File: config.mk
export PLATFORM = sky130hd
export DESIGN_NAME = pipeline_sequencer
export DESIGN_NICKNAME = d
export VERILOG_FILES = /design/src/rtl/pipeline_sequencer_pkg.sv /design/src/rtl/sat_counter.sv /design/src/rtl/pipeline_sequencer.sv
export SDC_FILE = /design/constraint.sdc
export NUM_CORES = 1
export LEC_CHECK = 0
export ABC_AREA = 0
export BUFFER_PORTS_ARGS = -buffer_cell sky130_fd_sc_hd__buf_2
export CORE_MARGIN = 2
export CORE_UTILIZATION = 48
export DETAILED_ROUTE_END_ITERATION = 16
export PLACE_DENSITY = 0.74
export SYNTH_ARGS = -nofsm -noshare
export SYNTH_HDL_FRONTEND = slang
export SYNTH_SLANG_ARGS = --single-unit
File: constraint.sdc
create_clock -name i_clk -period 1.9 [get_ports i_clk]
set_clock_uncertainty 0.05 [all_clocks]
set_input_delay 0.19 -clock i_clk [delete_from_list [all_inputs] [get_ports i_clk]]
set_output_delay 0.19 -clock i_clk [all_outputs]
set_load 0.02 [all_outputs]
File: src/rtl/pipeline_sequencer_pkg.sv
// Shared run-control definitions: state encoding and drain default.
// The debug unit imports this so its o_state decode matches the sequencer.
package pipeline_sequencer_pkg;

   localparam int unsigned STATE_W          = 3;
   localparam int unsigned DRAIN_CYCLES_DEF = 4;

   typedef enum logic [STATE_W-1:0] {
      IDLE   = 3'd0,
      RUN    = 3'd1,
      STEP   = 3'd2,
      DRAIN  = 3'd3,
      HALTED = 3'd4
   } state_t;

endpackage

File: src/rtl/sat_counter.sv
// Up-counter with increment enable that sticks at all-ones instead of wrapping.
module sat_counter #(
   parameter int unsigned NB = 32
) (
   input  logic          clk,
   input  logic          rst_n,
   input  logic          en,
   output logic [NB-1:0] count
);

   always_ff @(posedge clk or negedge rst_n) begin
      if (!rst_n)
         count <= '0;
      else if (en && (count != '1))
         count <= count + 1'b1;
   end

endmodule

File: src/rtl/pipeline_sequencer.sv
// Run-control sequencer: merges hazard requests with debug run/step/stop,
// drains the pipeline after HALT or stop, and counts executed cycles.
module pipeline_sequencer
   import pipeline_sequencer_pkg::*;
#(
   parameter int unsigned NB_STATE     = STATE_W,
   parameter int unsigned NB_DRAIN     = 3,
   parameter int unsigned DRAIN_CYCLES = DRAIN_CYCLES_DEF,
   parameter int unsigned NB_CYCLE     = 32
) (
   input  logic                i_clk,
   input  logic                i_rst_n,
   input  logic                i_start_run,
   input  logic                i_start_step,
   input  logic                i_stop,
   input  logic                i_halt_id,
   input  logic                i_hz_stall,
   input  logic                i_hz_flush,
   output logic                o_pc_en,
   output logic                o_ifid_en,
   output logic                o_ifid_flush,
   output logic                o_idex_flush,
   output logic                o_stage_en,
   output logic                o_busy,
   output logic                o_halted,
   output logic [NB_CYCLE-1:0] o_cycle_count,
   output logic [NB_STATE-1:0] o_state
);

   state_t              state;
   state_t              state_nxt;
   logic [NB_DRAIN-1:0] drain_cnt;
   logic                load_drain;
   logic                go_drain;

   always_ff @(posedge i_clk or negedge i_rst_n) begin
      if (!i_rst_n) begin
         state     <= IDLE;
         drain_cnt <= '0;
      end else begin
         state <= state_nxt;
         if (load_drain)
            drain_cnt <= NB_DRAIN'(DRAIN_CYCLES - 1);
         else if ((state == DRAIN) && (drain_cnt != '0))
            drain_cnt <= drain_cnt - 1'b1;
      end
   end

   // A HALT held off by a load-use stall is not yet committed; wait for the stall to clear.
   assign go_drain = i_stop | (i_halt_id & ~i_hz_stall);

   always_comb begin
      state_nxt    = state;
      load_drain   = 1'b0;
      o_pc_en      = 1'b0;
      o_ifid_en    = 1'b0;
      o_ifid_flush = 1'b0;
      o_idex_flush = 1'b0;
      o_stage_en   = 1'b0;
      o_busy       = 1'b0;
      o_halted     = 1'b0;
      case (state)
         IDLE: begin
            if (i_start_run)
               state_nxt = RUN;
            else if (i_start_step)
               state_nxt = STEP;
         end
         RUN, STEP: begin
            o_busy       = 1'b1;
            o_stage_en   = 1'b1;
            o_pc_en      = ~i_hz_stall & ~i_halt_id;
            o_ifid_en    = ~i_hz_stall;
            o_idex_flush = i_hz_stall;
            o_ifid_flush = (i_hz_flush | i_halt_id) & ~i_hz_stall;
            if (go_drain) begin
               state_nxt  = DRAIN;
               load_drain = 1'b1;
            end else if (state == STEP) begin
               state_nxt = IDLE;
            end
         end
         DRAIN: begin
            o_busy       = 1'b1;
            o_stage_en   = 1'b1;
            o_ifid_flush = 1'b1;
            o_idex_flush = 1'b1;
            if (drain_cnt == '0)
               state_nxt = HALTED;
         end
         HALTED: o_halted = 1'b1;
         default: state_nxt = IDLE;
      endcase
   end

   assign o_state = NB_STATE'(state);

   sat_counter #(.NB(NB_CYCLE)) u_cycle_count (
      .clk   (i_clk),
      .rst_n (i_rst_n),
      .en    (o_stage_en),
      .count (o_cycle_count)
   );

endmodule

==> results of run 1 <==
[timing repair]
| action | 4_1_cts | 5_1_grt |
|---|---|---|
| hold buffers | 1 | 0 |
| hold endpoints to repair | 38 | 0 |
| buffers inserted | 0 | 3 |
| resized for setup | 3 | 12 |
| cloned | 0 | 1 |
| pin swaps | 0 | 3 |
| endpoints found under the setup margin | 8 | 17 |
[cells in the mapped netlist, drive strengths merged (6+ instances only)]
master	n	area (um2)
and3	7	45.1
and4	6	57.6
buf	8	61.3
dfrtp	38	951
inv	6	22.5
nand2	19	71.3
nand3	10	50.1
nand4	8	56.3
nor2	10	37.5
nor3	13	70.1
nor4	7	43.8
o21ai	15	109
xnor2	18	158
xor2	13	114
[kinds of logic after synthesis]
logic type	synth area share
fa+ha+maj	0.0178
mux	0.0107
buf+inv	0.0432
simple gates	0.238
xor+xnor	0.128
flops	0.450
compound gates	0.112
[report_power, final]
group | internal, mW | switching, mW | leakage (nW) | total, mW
sequential | 0.947 | 0.121 | 0.473 | 1.07
combinational | 0.537 | 0.765 | 0.916 | 1.30
clock | 0.296 | 0.286 | 0.0455 | 0.582
total | 1.78 | 1.17 | 1.43 | 2.95
[state kept, by name, summed over array words and instances (netlist names)]
register / cells
u_cycle_count.count: 32
drain_cnt: 3
o_state: 3
[path summary, 6_finish.rpt]
path	start	depth (start not counted)	slack (ns)	endpoint
min in group asynchronous	i_rst_n	3	0.42	u_cycle_count.count[31]
hold / removal	i_start_step	3	0.22	o_state[1]
setup reg to reg	u_cycle_count.count[12]	6	-0.08	u_cycle_count.count[25]
hold reg to reg	u_cycle_count.count[12]	1	0.43	u_cycle_count.count[12]
setup / recovery	u_cycle_count.count[12]	6	-0.08	u_cycle_count.count[25]
max in group asynchronous	i_rst_n	3	1.01	u_cycle_count.count[5]
[final cells by class]
type / count / area share
inverters: 6 / 0.00765
well taps: 52 / 0.0221
clock buffers: 8 / 0.0306
multi-input cells: 160 / 0.404
repair buffers: 96 / 0.204
flip-flops and latches: 38 / 0.332
[stage by stage]
| step | cells | setup slack, ns | util |
|---|---|---|---|
| floorplan | 213 | -0.0102 | - |
| global placement | 347 | -0.0285 | 0.639 |
| detailed placement | 347 | -0.0746 | 0.639 |
| global route | 360 | -0.155 | 0.686 |
| finish | 360 | -0.0796 | 0.686 |
| CTS | 356 | 0.00376 | 0.664 |
[worst register-to-register path, cell delays in order, from the launching register on]
cell and delay [ns]:
dfrtp_2 0.38, and4_4 0.26, and4_1 0.26, nand3_2 0.13
buf_4 0.20, nor4_1 0.42, xor2_1 0.21
[metal layers]
metal  part of all wire  wire, um  up-vias  GRT usage
met5                  0         0        -          0
met4              0.020       106        0     0.0833
met1               0.44      2370      971      0.293
li1                   -         -      954          -
met3              0.055       292       13     0.0404
met2               0.48      2560       67      0.357
==> run_results.csv, run 1 <==
group,metric,value,unit
worst_setup_path,arrival,2.14,ns
yosys,syn_area,2110,um2
place,port-buffer-count,49,
clock_tree,cts.sinks,38,
finish,multi_input_area,1190,um2
worst_setup_path,crit_buf_inv,1,
worst_setup_path,critPathMaxStageDelay,0.42,ns
worst_setup_path,crit_chain,"and4_4, and4_1, nand3_2, buf_4, nor4_1, xor2_1",
place,place.gp.congestion,0.839,
yosys,synth.avg_cell_area,9.93,um2
run_status,outcome,"finished with violations",
timing,slew-limit-headroom,0.638,
power,power_density,1000,nW/um2
clock_tree,path_clk_slew,0.08,ns
yosys,async_reset_ff_frac,1.00,
routing,vias,2005,
yosys,synth_edf_count,0,
place,postPlaceCellArea,2750,um2
power,p_leak,1.43,nW
clock_tree,cts-root-buf,"clkbuf_8",
finish,fill_cells,350,
routing,vias_per_cell,5.57,
timing,setup_tns,-0.0796,ns
timing,fin_crit,1.98,ns
power,power,2.95,mW
routing,drtIter0Drc,123,
yosys,synth_warnings,0,
timing,fin_ws,-0.0796,ns
routing,dr.pass1.iters,4,
worst_setup_path,worst-path-max-fanout,6,
finish,n_antenna_cell,0,
timing,finalSetupViolations,1,
floorplan,core_area,4290,um2
floorplan,die_w,70.4,um
yosys,yosysSeqAreaShare,0.450,
worst_setup_path,crit_type,"register to register",
timing,rsz0062_at_grt,"true",
finish,drive_gt1_frac,0.516,
finish,synthToLayoutAreaGrowth,39.3,%
finish,fin_nets,318,
finish,seqCellArea,977,um2
routing,drt-total-wl,5330,um
run_status,violations,"negative setup slack",
finish,final_design_area_no_fill,2950,um2
global_route,antenna_found_initial,0,
flow_run,maxCapViolations,0,
floorplan,start_util,0.492,
clock_tree,insertion_delay,0.29,ns
yosys,synthCells,213,
worst_setup_path,cp-end-kind,"register",
routing,drc,0,
global_route,grt_pass1_vias,1898,
finish,mostFrequentLayoutCell,"buf_2",
yosys,ys_seq_elements,38,
clock_tree,numCtsBuffers,5,
timing,hold_slack,0.216,ns
global_route,grt_max_degree,39,
clock_tree,htree_levels,2,
floorplan,die_h,70.4,um
global_route,grt_first_pass_wirelength,8680,um
timing,worst_slew_pin_slew,0.538,ns
routing,drt.antenna.violating_nets,0,
global_route,grt_overflow_total,0,
worst_setup_path,cp-start-kind,"register",
worst_setup_path,critical_path_required,2.06,ns
yosys,yosysUniqueCellTypes,42,
routing,drt-wirelength-per-cell,14.8,um
yosys,synth_nets,224,
floorplan,dieArea,4950,um2
timing,finalHoldViolCount,0,
timing,slew_violations,0,
yosys,synthFlopType,"dfrtp_1",
finish,layout_common_cells,"buf_2 (49), buf_4 (46), dfrtp_2 (21)",
clock_tree,cts_buffer_depth,2,
floorplan,rows,24,
global_route,grt.total_usage,0.220,
timing,finalCritPeriodShare,1.04,
place,dp_hpwl,3750,um
power,peakVddDrop,0.501,mV
clock_tree,cts_tree,"yes",
timing,fmax,505,MHz
floorplan,io_pins,50,
worst_setup_path,slowest_stage,"nor4_1",
worst_setup_path,crit_family,"simple AND/OR/NAND/NOR gates",
worst_hold_path,hold_path.class,"primary input to register",
No activity file was read; power rests on OpenSTA's default activity.
==> inputs of run 2 (changes only) <==
--- a/config.mk
+++ b/config.mk
@@ -9,3 +9,2 @@
 export BUFFER_PORTS_ARGS = -buffer_cell sky130_fd_sc_hd__buf_2
-export CORE_MARGIN = 2
 export CORE_UTILIZATION = 48
==> constraint.sdc (replaced) <==
create_clock -name i_clk -period 1.9 [get_ports i_clk]
set_clock_uncertainty 0.05 [all_clocks]
set_input_delay 0.57 -clock i_clk [delete_from_list [all_inputs] [get_ports i_clk]]
set_output_delay 0.57 -clock i_clk [all_outputs]
set_load 0.02 [all_outputs]
==> run_results.csv, run 2 (synthesis gave the netlist of run 1 again) <==
group,metric,value,unit
floorplan,die_w,68.4,um
place,dp_hpwl,3710,um
clock_tree,cts-root-buf,"clkbuf_8",
global_route,grt.total_usage,0.227,
timing,slew-limit-headroom,0.745,
finish,seqCellArea,972,um2
timing,finalHoldViolCount,0,
timing,fmax,524,MHz
global_route,grt_first_pass_wirelength,7650,um
finish,fin_nets,323,
worst_setup_path,r2r_start,"u_cycle_count.count[12]",
floorplan,io_pins,50,
timing,rsz0062_at_grt,"true",
routing,drtIter0Drc,106,
routing,drc,0,
timing,finalCritPeriodShare,1.01,
timing,slew_violations,0,
worst_setup_path,critical_path_required,1.28,ns
clock_tree,numCtsBuffers,5,
power,power_density,1030,nW/um2
power,p_leak,1.48,nW
routing,vias_per_cell,5.46,
timing,fin_ws,-0.0101,ns
finish,stdcell_count,363,
global_route,antenna_found_initial,0,
clock_tree,cts_tree,"yes",
timing,worst_slew_pin_slew,0.380,ns
place,place.gp.congestion,0.814,
place,port-buffer-count,49,
finish,synthToLayoutAreaGrowth,44.1,%
worst_setup_path,arrival,1.29,ns
clock_tree,cts.sinks,38,
floorplan,die_h,68.4,um
worst_setup_path,cp-start-kind,"register",
global_route,grt_max_degree,39,
routing,drt-wirelength-per-cell,14.4,um
worst_setup_path,cp-end-kind,"primary output",
worst_setup_path,r2r_setup_slack,0,ns
finish,mostFrequentLayoutCell,"buf_4",
worst_setup_path,worst-path-max-fanout,5,
flow_run,maxCapViolations,0,
timing,setup_tns,-0.0108,ns
floorplan,rows,23,
place,postPlaceCellArea,2780,um2
power,peakVddDrop,0.473,mV
routing,vias,1982,
floorplan,core_area,4120,um2
floorplan,start_util,0.514,
worst_hold_path,hold_path.class,"primary input to async pin",
finish,final_design_area_no_fill,3050,um2
global_route,grt_overflow_total,0,
timing,fin_crit,1.91,ns
clock_tree,path_clk_slew,0.08,ns
run_status,outcome,"finished with violations",
place,dp_cells,350,
routing,dr.pass1.iters,4,
routing,drt-total-wl,5220,um
finish,top_register,"u_cycle_count.count",
finish,multi_input_area,1230,um2
global_route,grt_pass1_vias,1677,
clock_tree,cts_buffer_depth,2,
worst_setup_path,crit_type,"register to primary output",
clock_tree,insertion_delay,0.30,ns
finish,largest_reg_flops,32,
clock_tree,htree_levels,2,
finish,layout_common_cells,"buf_4 (49), buf_2 (47), dfrtp_1 (21)",
worst_setup_path,startpoint,"o_state[1]",
finish,fill_cells,313,
run_status,violations,"negative setup slack",
floorplan,dieArea,4670,um2
finish,drive_gt1_frac,0.524,
routing,drt.antenna.violating_nets,0,
timing,finalSetupViolations,2,
finish,n_antenna_cell,0,
power,power,3.13,mW
[run 2: power breakdown]
part           switching [mW]  total (mW)  internal [mW]
Combinational           0.876        1.58          0.703
Sequential             0.0820        1.02          0.938
Clock                   0.274       0.535          0.261
[run 2: cell type report]
class,count,share of cell area
multi-input cells,159,0.404
flip-flops and latches,38,0.319
well taps,50,0.0205
inverters,6,0.00739
repair buffers,102,0.223
clock buffers,8,0.0263
[run 2: routing by layer]
| metal | global-route usage | vias up | wire [um] | share of wire |
|---|---|---|---|---|
| li1 | - | 971 | - | - |
| met2 | 0.349 | 50 | 2520 | 0.48 |
| met3 | 0.0483 | 5 | 206 | 0.039 |
| met5 | 0 | - | 0 | 0 |
| met4 | 0.0990 | 0 | 65 | 0.012 |
| met1 | 0.304 | 956 | 2430 | 0.47 |
[run 2: what timing repair did]
action,CTS,global route
pin swaps,0,4
gates resized for setup,6,27
cloned,1,0
setup buffers,2,2
endpoints found under the setup margin,4,29
hold buffers,0,0
[run 2: critical path, cell delays in order (launching register included)]
cell     delay (ns)
dfrtp_1        0.39
buf_6          0.15
xnor2_4        0.14
nor3_1         0.16
buf_4          0.17
[run 2: final timing paths]
path / endpoint / cells after the start
worst max-delay path: o_ifid_en / 4
worst min-delay path: u_cycle_count.count[30] / 2
worst max register to register: u_cycle_count.count[3] / 5
worst min register to register: u_cycle_count.count[12] / 1
max in group asynchronous: u_cycle_count.count[9] / 2
min in group i_clk: u_cycle_count.count[12] / 1
[run 2: stage by stage]
stage,hold slack [ns],util,setup WS (ns)
finish,0.179,0.741,-0.0101
global route,0.201,0.741,-0.108
CTS,0.187,0.704,0.00255
detailed placement,0.428,0.674,-0.0391
global placement,0.413,0.674,0.0107
floorplan,0.224,-,-0.0683
